### src/rtl/fft_pkg.sv
// Shared types and default sizes for the FFT input buffering path.
package fft_pkg;

  localparam int unsigned FFT_N    = 32;
  localparam int unsigned SAMPLE_W = 16;

  typedef logic [SAMPLE_W-1:0] sample_t;
  typedef sample_t [FFT_N-1:0] frame_t;

endpackage

### src/rtl/fft_frame_bank.sv
// One frame of sample storage: single indexed write port, whole frame visible in parallel.
module fft_frame_bank #(
  parameter int unsigned SAMPLE_W = fft_pkg::SAMPLE_W,
  parameter int unsigned FFT_N    = fft_pkg::FFT_N
) (
  input  logic                               clk,
  input  logic                               n_rst,
  input  logic                               wr_en,
  input  logic [$clog2(FFT_N)-1:0]           wr_idx,
  input  logic [SAMPLE_W-1:0]                wr_data,
  output logic [FFT_N-1:0][SAMPLE_W-1:0]     frame
);

  logic [FFT_N-1:0][SAMPLE_W-1:0] frame_d, frame_q;

  always_comb begin
    frame_d = frame_q;
    if (wr_en) begin
      frame_d[wr_idx] = wr_data;
    end
  end

  always_ff @(posedge clk or negedge n_rst) begin
    if (!n_rst) begin
      frame_q <= '0;
    end else begin
      frame_q <= frame_d;
    end
  end

  assign frame = frame_q;

endmodule

### src/rtl/fft_input_buffer.sv
// Ping-pong serial-to-parallel frame buffer: fills one bank while the other is presented
// to the consumer until acknowledged.
module fft_input_buffer #(
  parameter int unsigned SAMPLE_W = fft_pkg::SAMPLE_W,
  parameter int unsigned FFT_N    = fft_pkg::FFT_N
) (
  input  logic                           clk,
  input  logic                           n_rst,
  input  logic [SAMPLE_W-1:0]            in_data,
  input  logic                           in_valid,
  output logic                           in_ready,
  input  logic                           sync_clear,
  output logic [FFT_N-1:0][SAMPLE_W-1:0] frame_data,
  output logic                           frame_valid,
  input  logic                           frame_ack,
  output logic [$clog2(FFT_N)-1:0]       fill_level
);

  localparam int unsigned CntW = $clog2(FFT_N);

  logic [1:0]      full_d, full_q;
  logic            wr_sel_d, wr_sel_q;
  logic            rd_sel_d, rd_sel_q;
  logic [CntW-1:0] wr_cnt_d, wr_cnt_q;

  logic accept, last, ack;
  logic [FFT_N-1:0][SAMPLE_W-1:0] bank_frame [2];

  assign in_ready    = ~full_q[wr_sel_q];
  assign frame_valid = full_q[rd_sel_q];
  assign frame_data  = bank_frame[rd_sel_q];
  assign fill_level  = wr_cnt_q;

  assign accept = in_valid & in_ready & ~sync_clear;
  assign last   = (wr_cnt_q == CntW'(FFT_N - 1));
  assign ack    = frame_ack & frame_valid;

  // Write and read banks can never coincide while both ack and completion fire,
  // since completion needs the write bank empty and ack needs the read bank full.
  always_comb begin
    full_d   = full_q;
    wr_sel_d = wr_sel_q;
    rd_sel_d = rd_sel_q;
    wr_cnt_d = wr_cnt_q;
    if (ack) begin
      full_d[rd_sel_q] = 1'b0;
      rd_sel_d         = ~rd_sel_q;
    end
    if (sync_clear) begin
      wr_cnt_d = '0;
    end else if (accept) begin
      if (last) begin
        full_d[wr_sel_q] = 1'b1;
        wr_sel_d         = ~wr_sel_q;
        wr_cnt_d         = '0;
      end else begin
        wr_cnt_d = wr_cnt_q + 1'b1;
      end
    end
  end

  always_ff @(posedge clk or negedge n_rst) begin
    if (!n_rst) begin
      full_q   <= 2'b00;
      wr_sel_q <= 1'b0;
      rd_sel_q <= 1'b0;
      wr_cnt_q <= '0;
    end else begin
      full_q   <= full_d;
      wr_sel_q <= wr_sel_d;
      rd_sel_q <= rd_sel_d;
      wr_cnt_q <= wr_cnt_d;
    end
  end

  for (genvar b = 0; b < 2; b++) begin : g_bank
    fft_frame_bank #(
      .SAMPLE_W (SAMPLE_W),
      .FFT_N    (FFT_N)
    ) u_bank (
      .clk     (clk),
      .n_rst   (n_rst),
      .wr_en   (accept && (wr_sel_q == 1'(b))),
      .wr_idx  (wr_cnt_q),
      .wr_data (in_data),
      .frame   (bank_frame[b])
    );
  end

endmodule
### config.mk
export PLATFORM = sky130hd
export DESIGN_NAME = fft_input_buffer
export DESIGN_NICKNAME = d
export VERILOG_FILES = /design/src/rtl/fft_pkg.sv /design/src/rtl/fft_frame_bank.sv /design/src/rtl/fft_input_buffer.sv
export SDC_FILE = /design/constraint.sdc
export NUM_CORES = 1
export LEC_CHECK = 0
export BUFFER_PORTS_ARGS = -buffer_cell sky130_fd_sc_hd__buf_2
export CAP_MARGIN = 20
export CORE_ASPECT_RATIO = 0.9
export CORE_MARGIN = 4
export CORE_UTILIZATION = 51
export CTS_BUF_LIST = sky130_fd_sc_hd__clkbuf_4 sky130_fd_sc_hd__clkbuf_8
export DETAILED_ROUTE_END_ITERATION = 8
export GPL_ROUTABILITY_DRIVEN = 0
export PLACE_DENSITY = 0.82
export SLEW_MARGIN = 20
export SYNTH_ARGS = -nofsm -noshare
export SYNTH_HDL_FRONTEND = slang
export SYNTH_HIERARCHICAL = 1
export SYNTH_SLANG_ARGS = --single-unit
export TNS_END_PERCENT = 30
### constraint.sdc
create_clock -name clk -period 4.3 [get_ports clk]
set_clock_uncertainty 0.1 [all_clocks]
set_input_delay 1.29 -clock clk [delete_from_list [all_inputs] [get_ports clk]]
set_output_delay 1.29 -clock clk [all_outputs]
set_load 0.01 [all_outputs]
==> results of run 1 <==
-- final cells by class --
class	count	area [um^2]	share of cell area [%]
Clock inverter	28	214	0.404
Timing Repair Buffer	660	4020	7.59
Sequential cell	1033	25900	48.9
Antenna cell	2	5.00	0.00946
Clock buffer	260	3250	6.15
Inverter	4	15.0	0.0284
Tap cell	1155	1450	2.73
Multi-Input combinational cell	1664	18100	34.2
-- metrics by stage --
step	power, W	std cells
after floorplan	0.0107	2944
after detailed placement	0.0114	4516
final	0.0199	4806
after global placement	0.0114	4516
after CTS	0.0201	4804
after global routing	0.0207	4805
-- cells by family after synthesis --
kind of cell	synth area share, %
AOI/OAI and AO/OA	0.195
xor gates and xnor gates	0.0195
adders and majority gates	0.0556
buffers and inverters	2.41
DFF	57.4
muxes	38.5
and+or+nand+nor	1.40
-- worst max path at each step --
| stage | cells after the start | endpoint | start |
|---|---|---|---|
| floorplan | 6 | g_bank[0].u_bank/frame[469]$_DFFE_PN0P_ | sync_clear |
| global placement | 7 | g_bank[1].u_bank/frame[65]$_DFFE_PN0P_ | in_valid |
| detailed placement | 7 | g_bank[1].u_bank/frame[70]$_DFFE_PN0P_ | in_valid |
| CTS | 4 | frame_data[447] | rd_sel_q$_DFFE_PN0N_ |
| global route | 4 | frame_data[447] | rd_sel_q$_DFFE_PN0N_ |
| finish | 4 | frame_data[465] | rd_sel_q$_DFFE_PN0N_ |
-- sequential cells by signal, summed over array words and instances (netlist names) --
| register | count |
|---|---|
| full_q | 2 |
| wr_sel_q | 1 |
| rd_sel_q | 1 |
| fill_level | 5 |
| g_bank.u_bank/frame | 1024 |
-- power groups by stage --
stage	clock, W	combinational (W)	sequential [W]
CTS	0.00888	0.00126	0.00999
floorplan	0	0.000551	0.0101
detailed placement	0	0.00125	0.0102
global placement	0	0.00124	0.0102
global route	0.00934	0.00134	0.0100
finish	0.00869	0.00124	0.00999
-- critical path: stages (launching register included) --
cell and delay (ns):
sky130_fd_sc_hd__dfrtp_4 0.80, sky130_fd_sc_hd__buf_12 0.26, sky130_fd_sc_hd__buf_12 0.25, sky130_fd_sc_hd__mux2_2 0.44, sky130_fd_sc_hd__buf_2 0.17
-- cells in the mapped netlist (all sizes together), types with 6 or more instances --
library cell / number
clkbuf: 117
or3: 6
mux2: 1538
dfrtp: 1033
nand2: 29
nor2: 27
buf: 126
a21oi: 6
nand4b: 9
o21ai: 6
nand3: 9
-- routing by layer --
metal / part of all wire (%) / up-vias
met5: 0 / -
met4: 3.4 / 0
met3: 5.2 / 204
met2: 48 / 644
met1: 44 / 14400
li1: - / 11800
==> impl_metrics.py, run 1 <==
metrics = {
    "placed_design": {
        "postPlaceCellArea_um2": 49400,
        "post-place-ws_ns": 0.155,
        "dp_hpwl_mm": 81.3,
        "buffer_ports.inserted": 539,
    },
    "worst_setup_path": {
        "worst_case_register_to_register_setup_slack_ns": 0.67,
        "cp.required_ns": 2.91,
        "timing.critical_path.arrival_ns": 2.76,
        "critical_path.reg2reg.endpoint": "g_bank[1].u_bank/frame[71]$_DFFE_PN0P_",
        "critical_path_class": "flop to output port",
        "timing.reg2reg.worst_path_depth": 8,
        "crit_path_max_fanout": 39,
        "start_kind": "flop",
        "origin_of_the_critical_flop_to_flop_path": "wr_sel_q$_DFFE_PN0P_",
        "crit_path_end_kind": "output port",
    },
    "clock_network": {
        "ctsHoldBuffers": 0,
        "postCtsSetupBuffers": 0,
        "clk-insertion-delay-late_ns": 0.79,
        "ctsResizeCount": 0,
        "cts_num_sinks": 1033,
        "clock_tree.buffer_depth": 3,
        "root_buffer": "sky130_fd_sc_hd__clkbuf_8",
        "clk_pin_slew_worst_paths_ns": 0.05,
        "cts_buf_count": 166,
        "cts_tree": "built",
        "number_of_h_tree_branching_levels": 4,
    },
    "power_and_ir_drop": {
        "internal-power_w": 0.0152,
        "ir_worst_vdd_uv": 307,
        "sequential_cell_fraction_of_total_power_pct": 50.2,
        "pwr-share-clk_pct": 43.6,
        "power_density_nw_per_um2": 376,
        "power_frac_comb_pct": 6.2,
        "p_leak_nw": 28.4,
        "switching_power_w": 0.00475,
        "swShare_pct": 23.9,
    },
    "detailed_routing": {
        "drt_first_pass_iters": 4,
        "avgViaCountPerCell": 5.62,
        "route.vias.total": 27000,
        "detailedRoute.firstIterationViolations": 1491,
        "antenna_left": 0,
        "routed_wirelength_mm": 122,
        "wl_per_cell_um": 25.4,
        "drt_drc_violations_left": 0,
    },
    "timing": {
        "timing_hold_violations_final": 0,
        "setup_repair_after_global_routing_missed_its_margin": "no",
        "final-setup-viol-count": 0,
        "max-slew-margin-rel_pct": 26.2,
        "final_worst_path_period_need_ns": 4.15,
        "setup_tns_ns": 0,
        "final.hold.worst_slack_ns": 0.398,
        "final-max-slew-violation-count": 0,
        "worst_slack_ns": 0.148,
        "clock.fmax_ghz": 0.241,
        "worst_pin_slew_ns": 1.11,
        "fin_crit_sh_pct": 96.6,
    },
    "floorplanning": {
        "floorplan.die_area_um2": 93100,
        "die_w_um": 321,
        "start_util_pct": 51.4,
        "floorplan.rows": 103,
        "die_h_um": 290,
        "top_level_ports": 540,
        "placeableCoreArea_um2": 87600,
    },
    "synth": {
        "distinct_cells_synth": 30,
        "synth_sequential_area_ratio_pct": 57.4,
        "syn-instance-count": 2944,
        "yosys.area.top_type": "sky130_fd_sc_hd__dfrtp_1",
        "synth-edff-count": 0,
        "syn_area_um2": 45000,
        "syn_area_per_cell_um2": 15.3,
        "synth_area_leaders": "sky130_fd_sc_hd__dfrtp_1 57%, sky130_fd_sc_hd__mux2_2 38%, sky130_fd_sc_hd__buf_2 1.4%",
        "yosys.area.top_type_share_pct": 57.4,
        "yosys_warnings": 6,
        "synth-async-reset-ratio_pct": 100,
        "yosys_register_bits": 1033,
        "synth_nets": 2967,
        "synthFlopType": "sky130_fd_sc_hd__dfrtp_1",
    },
    "global_routing": {
        "globalRoute.busiestLayer": "met2",
        "grt_use_met3_pct": 6.00,
        "first_global_vias": 29100,
        "groute.layer.met2.usage_pct": 42.3,
        "initial_antenna_violation_count": 4,
        "aggregate_global_route_resource_usage_pct": 26.4,
        "global_route.overflow_total": 0,
        "grt_start_max_net_pins": 89,
        "grt_util_met1_pct": 35.6,
        "first_pass_grt_wire_length_mm": 187,
    },
    "finish": {
        "final_layout_size_suffix_gt1_share_pct": 69.0,
        "area.growth.synth_to_final_pct": 17.6,
        "fin_util_pct": 60.4,
        "finish.net_count": 3552,
        "mostFrequentLayoutCell": "sky130_fd_sc_hd__mux2_2",
        "mostFrequentLayoutCells": "1,537 x sky130_fd_sc_hd__mux2_2, 1,032 x sky130_fd_sc_hd__dfrtp_1, 538 x sky130_fd_sc_hd__buf_2, 208 x sky130_fd_sc_hd__clkbuf_8, 89 x sky130_fd_sc_hd__buf_4",
        "final_design_area_no_fill_um2": 52900,
        "fillers": 6655,
    },
    "min_path": {
        "hp-start": "g_bank[0].u_bank/frame[300]$_DFFE_PN0P_",
        "holdPathEnd": "g_bank[0].u_bank/frame[300]$_DFFE_PN0P_",
        "worst_hold_path.num_cells": 1,
        "hold_class": "flop to flop",
    },
    "flow_run": {
        "max_cap_violations": 0,
    },
    "outcome": {
        "outcome": "finished clean",
    },
}
No activity file was read; power rests on OpenSTA's default activity.
==> run 2: changes to the inputs <==
REMOVE_ABC_BUFFERS = 1   (was default)
==> impl_metrics.py, run 2 (same netlist as run 1, synthesis figures left out) <==
metrics = {
    "outcome": {
        "outcome": "finished clean",
    },
    "worst_setup_path": {
        "worst_path_dominant_cell_family": "buffers and inverters",
        "path_buf_inv": 3,
        "timing.critical_path.slowest_cell_delay_ns": 0.68,
        "critical_path_class": "flop to output port",
        "start_kind": "flop",
        "worstPathCellList": "buf_12 -> buf_4 -> mux2_2 -> buf_2",
        "cpMaxStageDelayCell": "sky130_fd_sc_hd__dfrtp_4",
        "crit_path_end_kind": "output port",
        "worst_case_register_to_register_setup_slack_ns": 0.84,
        "timing.critical_path.arrival_ns": 2.66,
        "cp.required_ns": 2.91,
        "crit_path_max_fanout": 30,
    },
    "detailed_routing": {
        "drt_first_pass_iters": 5,
        "drt_drc_violations_left": 0,
        "avgViaCountPerCell": 5.60,
        "routed_wirelength_mm": 118,
        "route.vias.total": 26900,
        "wl_per_cell_um": 24.5,
        "detailedRoute.firstIterationViolations": 1412,
        "antenna_left": 0,
    },
    "power_and_ir_drop": {
        "ir_worst_vdd_uv": 258,
        "p_leak_nw": 28.5,
        "design_power_total_w": 0.0202,
        "power_density_nw_per_um2": 382,
    },
    "floorplanning": {
        "top_level_ports": 540,
        "placeableCoreArea_um2": 87600,
        "die_h_um": 290,
        "die_w_um": 321,
        "floorplan.die_area_um2": 93100,
        "start_util_pct": 51.4,
        "floorplan.rows": 103,
    },
    "clock_network": {
        "number_of_h_tree_branching_levels": 4,
        "root_buffer": "sky130_fd_sc_hd__clkbuf_8",
        "clk-insertion-delay-late_ns": 0.80,
        "clock_tree.buffer_depth": 3,
        "ctsHoldBuffers": 0,
        "cts_num_sinks": 1033,
        "clk_pin_slew_worst_paths_ns": 0.06,
        "cts_buf_count": 167,
        "postCtsSetupBuffers": 0,
        "ctsResizeCount": 0,
        "cts_tree": "built",
    },
    "finish": {
        "finish.net_count": 3541,
        "area.growth.synth_to_final_pct": 17.3,
        "mostFrequentLayoutCell": "sky130_fd_sc_hd__mux2_2",
        "largest_register_ffs": 1024,
        "mostFrequentLayoutCells": "1,537 x sky130_fd_sc_hd__mux2_2, 1,032 x sky130_fd_sc_hd__dfrtp_1, 537 x sky130_fd_sc_hd__buf_2, 208 x sky130_fd_sc_hd__clkbuf_8, 86 x sky130_fd_sc_hd__buf_4",
        "final_layout_size_suffix_gt1_share_pct": 68.5,
    },
    "placed_design": {
        "buffer_ports.inserted": 539,
        "dp_hpwl_mm": 76.6,
    },
    "timing": {
        "max-slew-margin-rel_pct": 29.9,
        "fin_crit_sh_pct": 94.3,
        "setup_tns_ns": 0,
        "final-max-slew-violation-count": 0,
        "worst_pin_slew_ns": 1.05,
        "timing_hold_violations_final": 0,
        "final_worst_path_period_need_ns": 4.05,
        "final-setup-viol-count": 0,
        "clock.fmax_ghz": 0.247,
        "setup_repair_after_global_routing_missed_its_margin": "no",
        "final.hold.worst_slack_ns": 0.394,
    },
    "global_routing": {
        "first_global_vias": 29200,
        "first_pass_grt_wire_length_mm": 181,
        "grt_start_max_net_pins": 102,
        "global_route.overflow_total": 0,
        "aggregate_global_route_resource_usage_pct": 25.3,
        "initial_antenna_violation_count": 7,
    },
    "min_path": {
        "hold_class": "input port to asynchronous set/reset pin",
    },
    "flow_run": {
        "max_cap_violations": 0,
    },
}
-- run 2: cell types whose count changed in the layout (fill, tap and decap cells not counted), moves of 4 or more --
cell                         previous run  this run
sky130_fd_sc_hd__clkinvlp_4             8         2
sky130_fd_sc_hd__clkinv_2              13        19
sky130_fd_sc_hd__clkbuf_4              52        61
sky130_fd_sc_hd__inv_8                  5         1
sky130_fd_sc_hd__nor2_2                18         0
sky130_fd_sc_hd__buf_12                32        24
sky130_fd_sc_hd__nor2_1                 9        27
-- run 2: worst reg2reg max path: stages (launching register included) --
cell and delay, ns:
sky130_fd_sc_hd__dfrtp_1 0.45, sky130_fd_sc_hd__mux2_4 0.37, sky130_fd_sc_hd__inv_1 0.14, sky130_fd_sc_hd__nand2_1 0.09, sky130_fd_sc_hd__nor3_1 0.15, sky130_fd_sc_hd__buf_4 0.20
sky130_fd_sc_hd__nor4b_2 0.66, sky130_fd_sc_hd__nand2_1 0.70, sky130_fd_sc_hd__mux2_2 0.49
-- run 2: where the power goes --
group          leakage [nW]  internal, W  switching, W
logic                  12.2     0.000447      0.000776
clock network          1.92      0.00506       0.00388
registers              14.3      0.00990     0.0000941
-- run 2: final cells by class --
cell class / count / area [um^2]
Timing Repair Buffer: 648 / 3830
Clock inverter: 28 / 245
Sequential cell: 1033 / 25900
Clock buffer: 269 / 3320
Fill cell: 6747 / 34800
Antenna cell: 5 / 12.5
Inverter: 4 / 15.0
Tap cell: 1155 / 1450
Multi-Input combinational cell: 1664 / 18100
-- run 2: stage by stage --
step | instances | setup WS, ns | util [%] | area, um^2
CTS | 4801 | 0.151 | 60.2 | 52800
finish | 4806 | 0.246 | 60.3 | 52800
global route | 4802 | 0.127 | 60.2 | 52800
detailed placement | 4504 | 0.314 | 56.2 | 49200
global placement | 4504 | 0.356 | 56.2 | 49200
floorplan | 2701 | -9.30 | - | 43900
-- run 2: layer usage --
layer / GRT usage (%) / up-vias / wire [um]
met5: 0 / - / 13
met4: 11.1 / 2 / 5130
met3: 5.51 / 255 / 5970
met2: 41.0 / 686 / 56900
met1: 33.1 / 14300 / 49900
li1: - / 11700 / -
-- run 2: path summary, 6_finish.rpt --
kind	startpoint	endpoint	depth (start not counted)
min in group clk	g_bank[1].u_bank/frame[21]$_DFFE_PN0P_	g_bank[1].u_bank/frame[21]$_DFFE_PN0P_	1
max in group asynchronous	n_rst	g_bank[1].u_bank/frame[242]$_DFFE_PN0P_	3
max	rd_sel_q$_DFFE_PN0N_	frame_valid	4
min	n_rst	g_bank[1].u_bank/frame[464]$_DFFE_PN0P_	1
min reg2reg	g_bank[1].u_bank/frame[21]$_DFFE_PN0P_	g_bank[1].u_bank/frame[21]$_DFFE_PN0P_	1
max reg2reg	wr_sel_q$_DFFE_PN0P_	g_bank[0].u_bank/frame[31]$_DFFE_PN0P_	8
